[src/rtl/pipe_hazard_ctrl.sv]
// pipe_hazard_ctrl: hazard detection, operand forwarding and pipeline control for the
// five-stage IF/ID/EXE/MEM/WB core.
//
// A scoreboard shadows the destination registers of instructions between ID and
// register-file write. Every cycle it is compared against the sources of the ID
// instruction to decide load-use/RAW stalls and the forwarding selects for the next
// EXE cycle. Branch flush and memory-wait freeze are also issued from here.
//
// Ports:
//   clk, rst            clock, synchronous active-low reset
//   id_*                fields of the instruction currently in ID
//   br_taken            branch in EXE is taken
//   mem_ready           data memory completes this cycle (0 = wait)
//   stall_if            hold PC and IF/ID
//   bubble_id           write a NOP into ID/EXE
//   flush               invalidate IF/ID, PC loads branch target
//   freeze              hold every stage register and the PC
//   fwd_sel1/2          EXE operand source: 0 ID/EXE, 1 MEM ALU result, 2 WB data
//   stall_cnt/flush_cnt saturating activity counters
module pipe_hazard_ctrl #(
    parameter int unsigned REG_ADDR_W = 5,
    parameter int unsigned DEPTH      = 3,
    parameter bit          FWD_EN     = 1'b1,
    parameter int unsigned COUNT_W    = 16
) (
    input  logic                  clk,
    input  logic                  rst,
    input  logic                  id_valid,
    input  logic [REG_ADDR_W-1:0] id_src1,
    input  logic [REG_ADDR_W-1:0] id_src2,
    input  logic                  id_use_src2,
    input  logic [REG_ADDR_W-1:0] id_dest,
    input  logic                  id_wb_en,
    input  logic                  id_mem_r,
    input  logic                  br_taken,
    input  logic                  mem_ready,
    output logic                  stall_if,
    output logic                  bubble_id,
    output logic                  flush,
    output logic                  freeze,
    output logic [1:0]            fwd_sel1,
    output logic [1:0]            fwd_sel2,
    output logic [COUNT_W-1:0]    stall_cnt,
    output logic [COUNT_W-1:0]    flush_cnt
);

    // The WB entry (DEPTH-1) can never cause a hazard thanks to the write-through
    // register file, so it is only kept when it doubles as the forwarding source of
    // entry 1 (DEPTH == 2). At least two entries are needed for the select logic.
    localparam int unsigned NumEntries = (DEPTH > 2) ? DEPTH - 1 : 2;

    logic [NumEntries-1:0] sb_valid_q;
    logic [NumEntries-1:0] sb_wb_en_q;
    logic [REG_ADDR_W-1:0] sb_dest_q [NumEntries];
    // Only the EXE entry's load flag matters: older loads have their data by then.
    logic                  sb_mem_r_q;

    logic [1:0]            fwd_sel1_q, fwd_sel2_q;
    logic [1:0]            fwd_sel1_d, fwd_sel2_d;
    logic [COUNT_W-1:0]    stall_cnt_q, flush_cnt_q;

    logic [NumEntries-1:0] match1, match2;
    logic                  hazard;

    // Source-vs-entry matches; r0 never matches.
    always_comb begin
        match1 = '0;
        match2 = '0;
        for (int k = 0; k < int'(NumEntries); k++) begin
            match1[k] = sb_valid_q[k] & sb_wb_en_q[k] & (id_src1 != '0) &
                        (sb_dest_q[k] == id_src1);
            match2[k] = sb_valid_q[k] & sb_wb_en_q[k] & id_use_src2 & (id_src2 != '0) &
                        (sb_dest_q[k] == id_src2);
        end
    end

    always_comb begin
        hazard = 1'b0;
        if (FWD_EN) begin
            // EXE producer is forwardable unless it is a load; MEM producer is forwarded
            // from WB; anything older than that (deep pipelines) must wait.
            if ((match1[0] | match2[0]) & sb_mem_r_q) begin
                hazard = 1'b1;
            end
            for (int k = 2; k < int'(DEPTH) - 1; k++) begin
                if (match1[k] | match2[k]) begin
                    hazard = 1'b1;
                end
            end
        end else begin
            for (int k = 0; k < int'(DEPTH) - 1; k++) begin
                if (match1[k] | match2[k]) begin
                    hazard = 1'b1;
                end
            end
        end
    end

    // Priority freeze > flush > stall; all forced low while in reset.
    assign freeze    = rst & ~mem_ready;
    assign flush     = rst & br_taken & ~freeze;
    assign stall_if  = rst & hazard & id_valid & ~flush & ~freeze;
    assign bubble_id = stall_if | flush;

    // Youngest producer wins: EXE entry (next cycle in MEM) before MEM entry (next in WB).
    always_comb begin
        fwd_sel1_d = 2'd0;
        fwd_sel2_d = 2'd0;
        if (FWD_EN) begin
            if (match1[0] && !sb_mem_r_q) begin
                fwd_sel1_d = 2'd1;
            end else if (match1[1]) begin
                fwd_sel1_d = 2'd2;
            end
            if (match2[0] && !sb_mem_r_q) begin
                fwd_sel2_d = 2'd1;
            end else if (match2[1]) begin
                fwd_sel2_d = 2'd2;
            end
        end
    end

    always_ff @(posedge clk) begin
        if (!rst) begin
            sb_valid_q  <= '0;
            sb_wb_en_q  <= '0;
            sb_mem_r_q  <= 1'b0;
            for (int k = 0; k < int'(NumEntries); k++) begin
                sb_dest_q[k] <= '0;
            end
            fwd_sel1_q  <= 2'd0;
            fwd_sel2_q  <= 2'd0;
            stall_cnt_q <= '0;
            flush_cnt_q <= '0;
        end else if (!freeze) begin
            for (int k = 1; k < int'(NumEntries); k++) begin
                sb_valid_q[k] <= sb_valid_q[k-1];
                sb_wb_en_q[k] <= sb_wb_en_q[k-1];
                sb_dest_q[k]  <= sb_dest_q[k-1];
            end
            sb_valid_q[0] <= id_valid & ~bubble_id;
            sb_wb_en_q[0] <= id_wb_en;
            sb_dest_q[0]  <= id_dest;
            sb_mem_r_q    <= id_mem_r;

            fwd_sel1_q <= bubble_id ? 2'd0 : fwd_sel1_d;
            fwd_sel2_q <= bubble_id ? 2'd0 : fwd_sel2_d;

            if (stall_if && (stall_cnt_q != '1)) begin
                stall_cnt_q <= stall_cnt_q + COUNT_W'(1);
            end
            if (flush && (flush_cnt_q != '1)) begin
                flush_cnt_q <= flush_cnt_q + COUNT_W'(1);
            end
        end
    end

    assign fwd_sel1  = fwd_sel1_q;
    assign fwd_sel2  = fwd_sel2_q;
    assign stall_cnt = stall_cnt_q;
    assign flush_cnt = flush_cnt_q;

endmodule

[config.mk]
export PLATFORM = sky130hd
export DESIGN_NAME = pipe_hazard_ctrl
export DESIGN_NICKNAME = d
export VERILOG_FILES = /design/src/rtl/pipe_hazard_ctrl.sv
export SDC_FILE = /design/constraint.sdc
export NUM_CORES = 1
export LEC_CHECK = 0
export BUFFER_PORTS_ARGS = -buffer_cell sky130_fd_sc_hd__buf_2
export CAP_MARGIN = 10
export CELL_PAD_IN_SITES_DETAIL_PLACEMENT = 0
export CELL_PAD_IN_SITES_GLOBAL_PLACEMENT = 1
export CORE_MARGIN = 3
export CORE_UTILIZATION = 25
export CTS_BUF_LIST = sky130_fd_sc_hd__clkbuf_2
export CTS_CLUSTER_SIZE = 30
export DETAILED_ROUTE_END_ITERATION = 16
export PLACE_DENSITY_LB_ADDON = 0.1
export SETUP_SLACK_MARGIN = 0.4
export SYNTH_ARGS = -nofsm -noshare
export SYNTH_HDL_FRONTEND = slang
export SYNTH_SLANG_ARGS = --single-unit
[constraint.sdc]
create_clock -name clk -period 1.75 [get_ports clk]
set_input_delay 0.35 -clock clk [delete_from_list [all_inputs] [get_ports clk]]
set_output_delay 0.35 -clock clk [all_outputs]
set_load 0.01 [all_outputs]
---- After elaboration in Yosys (flattened, before gate mapping) ----
Memory sizes are Yosys's and may differ from the RTL's.
Index checks and enable logic that the tools add are counted.
storage, ports and cells
  register bits ........................... 41
  bits in writable memories ............... 10
  bits of input ports ..................... 23
  output and inout bits ................... 40
  word-level logic and storage cells ...... 67
  memories kept ........................... 1
memories
  name       words  width  read ports  clocked after memory_dff  write ports  RTL line  text
  sb_dest_q  2      5      2           0                         2            54        logic [REG_ADDR_W-1:0] sb_dest_q [NumEntries];
operators by class
  $add $sub $neg .......................... 2
  equality and inequality tests ........... 6
  muxes and demuxes ....................... 13
  bitwise logic cells ..................... 29
  reductions and logical operators ........ 9
operators by type and width
  kind                   count
  $add 16x1->16 const B  2
  $ne 16x16->1 const B   2
  $and 1x1->1            21
  $eq 5x5->1             4
  $mux 2                 6
  $mux 5                 2
  $reduce_bool 5->1      2
  $mux 1                 5
  $logic_and 1x1->1      4
  $not 1->1              4
  $or 1x1->1             4
  $reduce_and 2->1       2
  $logic_not 1->1        1

---- Logic depth before layout (Yosys ltp) ----
  depth after elaboration ................. 14
  mapped depth ............................ 8
  depth with buffers taken out ............ 7

---- Worst setup path after synthesis ----
No wires, ideal clock.
  kind .................................... reg-to-reg
  start point ............................. reg stall_cnt_q[0], in the netlist stall_cnt[0]
  end point ............................... reg stall_cnt_q[9], in the netlist stall_cnt[9]
  library setup time ...................... 71 ps
  arrival ................................. 1965 ps
  data required time ...................... 1679 ps
  path slack .............................. -285 ps
  cell stages (with the launch flop) ...... 9
  buffers on the path ..................... 1
  period minus slack after synthesis ...... 2035 ps
  path through ............................ dfxtp_1 ha_1 nand3_1 or2_1 or3_1 o211ai_2 clkbuf_1 o21ai_0 a21oi_1
on the way
  word-level cells in the longest chain between the ends .. 3
  elaborated cells between the ends (all ways) .. 4
  those cells by class .................... add/sub (1); eq/ne (1); reduce/logical (2)
RTL lines
  item                                                                   RTL line  text
  start, declared                                                        60        logic [COUNT_W-1:0] stall_cnt_q, flush_cnt_q;
  start signal, assigned                                                 150       stall_cnt_q <= stall_cnt_q + COUNT_W'(1);
  parallel branches: the longest is 3 deep, another holds $add 16x1->16  -
Parallel ways; which one is timed is not known.
A chain may end at the register's enable or synchronous reset.

==> results.cfg <==
[finish]
drive_above_1_share_pct = 62.42
layout.cells.non_filler = 592
register_area_sq_um = 1196
n_antenna_cell = 0
multi_input_area_sq_um = 1657
mostFrequentLayoutCells = 80 x buf_6, 78 x buf_4, 24 x buf_2
n_fill_cell = 904
final_common_cell = buf_6
area_growth_pct = 93.47
nets = 487

[min_path]
worstHoldStart = id_wb_en
hp-class = input port to flip-flop

[die]
ios = 63
die_h_microns = 106.2
die_x_microns = 106.2
core_region_area_sq_um = 9503
start_util_pct = 26.43
die_area_sq_um = 11280
rows = 35

[synth]
syn_nets = 301
synth_top_area_share_pct = 32.69
syn_area_per_cell_sq_um = 9.098
ys_async_sr_fraction_pct = 0
ys.flop_type = dfxtp_1
ys_ff_latch = 51
yosysSeqAreaShare_pct = 44.64
ys_types = 42
synthTopCellsByArea = dfxtp_1 33%, edfxtp_1 12%, xor2_1 6.3%
yosysWarnings = 0
netlist_instances = 276
synth_edf_count = 10
syn_area_sq_um = 2511
synth_top_area_cell = dfxtp_1

[global_routing]
grt.total_usage_pct = 14.05
grt_pass1_wl_microns = 12790
grt.overflow.total = 0
antenna_found_initial = 1
grt_max_degree = 21
grt_pass1_vias = 2691

[cts]
clk_path_buf_depth = 2
cts_tree = done
cts_sinks = 51
cts_hold_buf = 0
clock_latency_ps = 420
clk_pin_slew_ps = 260
cts_max_level = 2
cts_buffers = 5
cts_root_buf = clkbuf_2

[critical_path]
cp_slowest_cell = edfxtp_1
crit_path_start = sb_dest_q[0][2]
worstPathRequired_ps = 1400
crit_path_cell_trace = xor2_2 > nor4_4 > and4b_1 > buf_6 > o21ai_4 > nand2_1 > buf_2
cp_max_fo = 5
r2r_start = sb_dest_q[0][2]
worstPathArrival_ps = 2080
start_kind = flip-flop
critPathKind = flip-flop to output port
path_delay_family = simple AND/OR/NAND/NOR gates
critPathBufInv = 2
endpoint_kind = output port
cpPeakStageDelay_ps = 520

[drt]
post-route-drc-count = 0
vias = 2695
via_per_inst = 4.552
ant_nets = 0
dr.pass1.iters = 4
drt-initial-drc-count = 45
routedWlPerCell_microns = 13.64
routed_wl_microns = 8077

[timing]
timing_hold_violations_final = 0
setup_ws_ps = -678.4
fmax_mhz = 411.8
fin_crit_sh_pct = 138.8
skew_ps = 4.725
tightest_slew_ps = 371.9
fin_crit_ps = 2428
maxSlewViolCount = 0
rsz0062_at_grt = true
maxSlewHeadroom_pct = 75.18
setup_viol = 21

[job]
max_cap_viol_count = 0

[outcome]
violations = setup timing
outcome = finished with violations

[placed_design]
dpl_worst_slack_ps = -447.2
dp_hpwl_microns = 5280
io_buffers = 62
dp.cells = 518
gp_congestion = 0.7268

[power]
ir_worst_vdd_mv = 0.2218
p_leak_nw = 2.134
power_density_nw_per_um2 = 414.9
==> stage by stage <==
stage | TNS, ps | power (mW) | hold slack (ps) | area, sq um | utilization, %
after global placement | -5865 | 1.492 | 437.6 | 3508 | 36.92
after CTS | -8848 | 2.027 | 95.55 | 4390 | 46.20
after global routing | -12420 | 2.125 | 91.86 | 4858 | 51.13
final | -9926 | 2.016 | 139.8 | 4858 | 51.13
after floorplan | -1574 | 1.370 | 459.6 | 2650 | -
after detailed placement | -6372 | 1.492 | 440.5 | 3508 | 36.92
==> kinds of logic (layout without fill, tap and decap cells) <==
| family | Yosys count | count (layout) | synth area share, % |
|---|---|---|---|
| simple gates | 119 | 119 | 25.01 |
| xor+xnor | 32 | 32 | 11.16 |
| compound gates | 47 | 47 | 12.26 |
| fa+ha+maj | 2 | 2 | 0.9964 |
| buf+inv | 19 | 206 | 3.538 |
| mux | 6 | 6 | 2.392 |
| flops | 51 | 51 | 44.64 |
==> synth_stat cells (2+ instances only) <==
library cell	count
and3_1	13
buf_6	2
o21ai_0	16
inv_1	8
buf_2	2
a31oi_1	2
ha_1	2
nor2_1	25
clkbuf_1	7
o31ai_1	2
nand2_1	23
or3_1	10
a211oi_1	2
edfxtp_1	10
mux2i_1	6
nor3b_1	2
nor4_1	2
or2_2	2
a22o_1	3
dfxtp_1	41
xnor2_1	14
xor2_1	18
or4_1	2
nand4_1	13
and4_1	3
o2111ai_1	3
and2_1	3
a21oi_1	12
nand3_1	11
nor3_1	5
==> flip-flops by register name, indices dropped and copies added (netlist names) <==
name	cells
sb_wb_en_q	2
stall_cnt	16
flush_cnt	16
fwd_sel1	2
fwd_sel2	2
sb_dest_q	10
sb_mem_r_q	1
sb_valid_q	2
==> tightest hold or removal path, stage by stage <==
cell and delay [ps]:
buf_2 80, mux2i_1 50, nor2_1 70
==> routing by layer <==
layer / up-vias / global-route usage [%] / part of all wire (%)
met4: 2 / 3.515 / 0.84
met2: 49 / 23.44 / 48
li1: 1367 / - / -
met3: 8 / 2.914 / 3.9
met1: 1269 / 18.52 / 47
met5: - / 0 / 0.087
==> report_power, final <==
| part | switching [mW] | leakage [nW] | total [mW] | internal [mW] |
|---|---|---|---|---|
| registers | 0.0247 | 0.461 | 1.23 | 1.21 |
| clock network | 0.381 | 0.0281 | 0.477 | 0.0963 |
| logic | 0.134 | 1.64 | 0.308 | 0.174 |
| total | 0.539 | 2.13 | 2.02 | 1.48 |
==> path summary, 6_finish.rpt <==
check             cells after the start  slack [ps]             to
hold reg to reg                       2         460    fwd_sel1[1]
hold / removal                        3         140  sb_wb_en_q[0]
setup / recovery                      7        -680      bubble_id
setup reg to reg                     10        -610   stall_cnt[5]
==> final cells by class <==
| type | count | share of cell area [%] |
|---|---|---|
| repair buffers | 190 | 36.52 |
| clock buffers | 6 | 0.6181 |
| inverters | 8 | 0.6696 |
| clock inverters | 2 | 0.1545 |
| multi-input cells | 206 | 34.10 |
| flip-flops and latches | 51 | 24.62 |
| well taps | 129 | 3.322 |
==> repair_timing <==
item,CTS,global route
buffers inserted,35,29
cloned,1,1
setup endpoints to repair,73,75
pin swaps,22,28
resized for setup,132,51
Note: power is estimated with default switching activity, not from simulation.
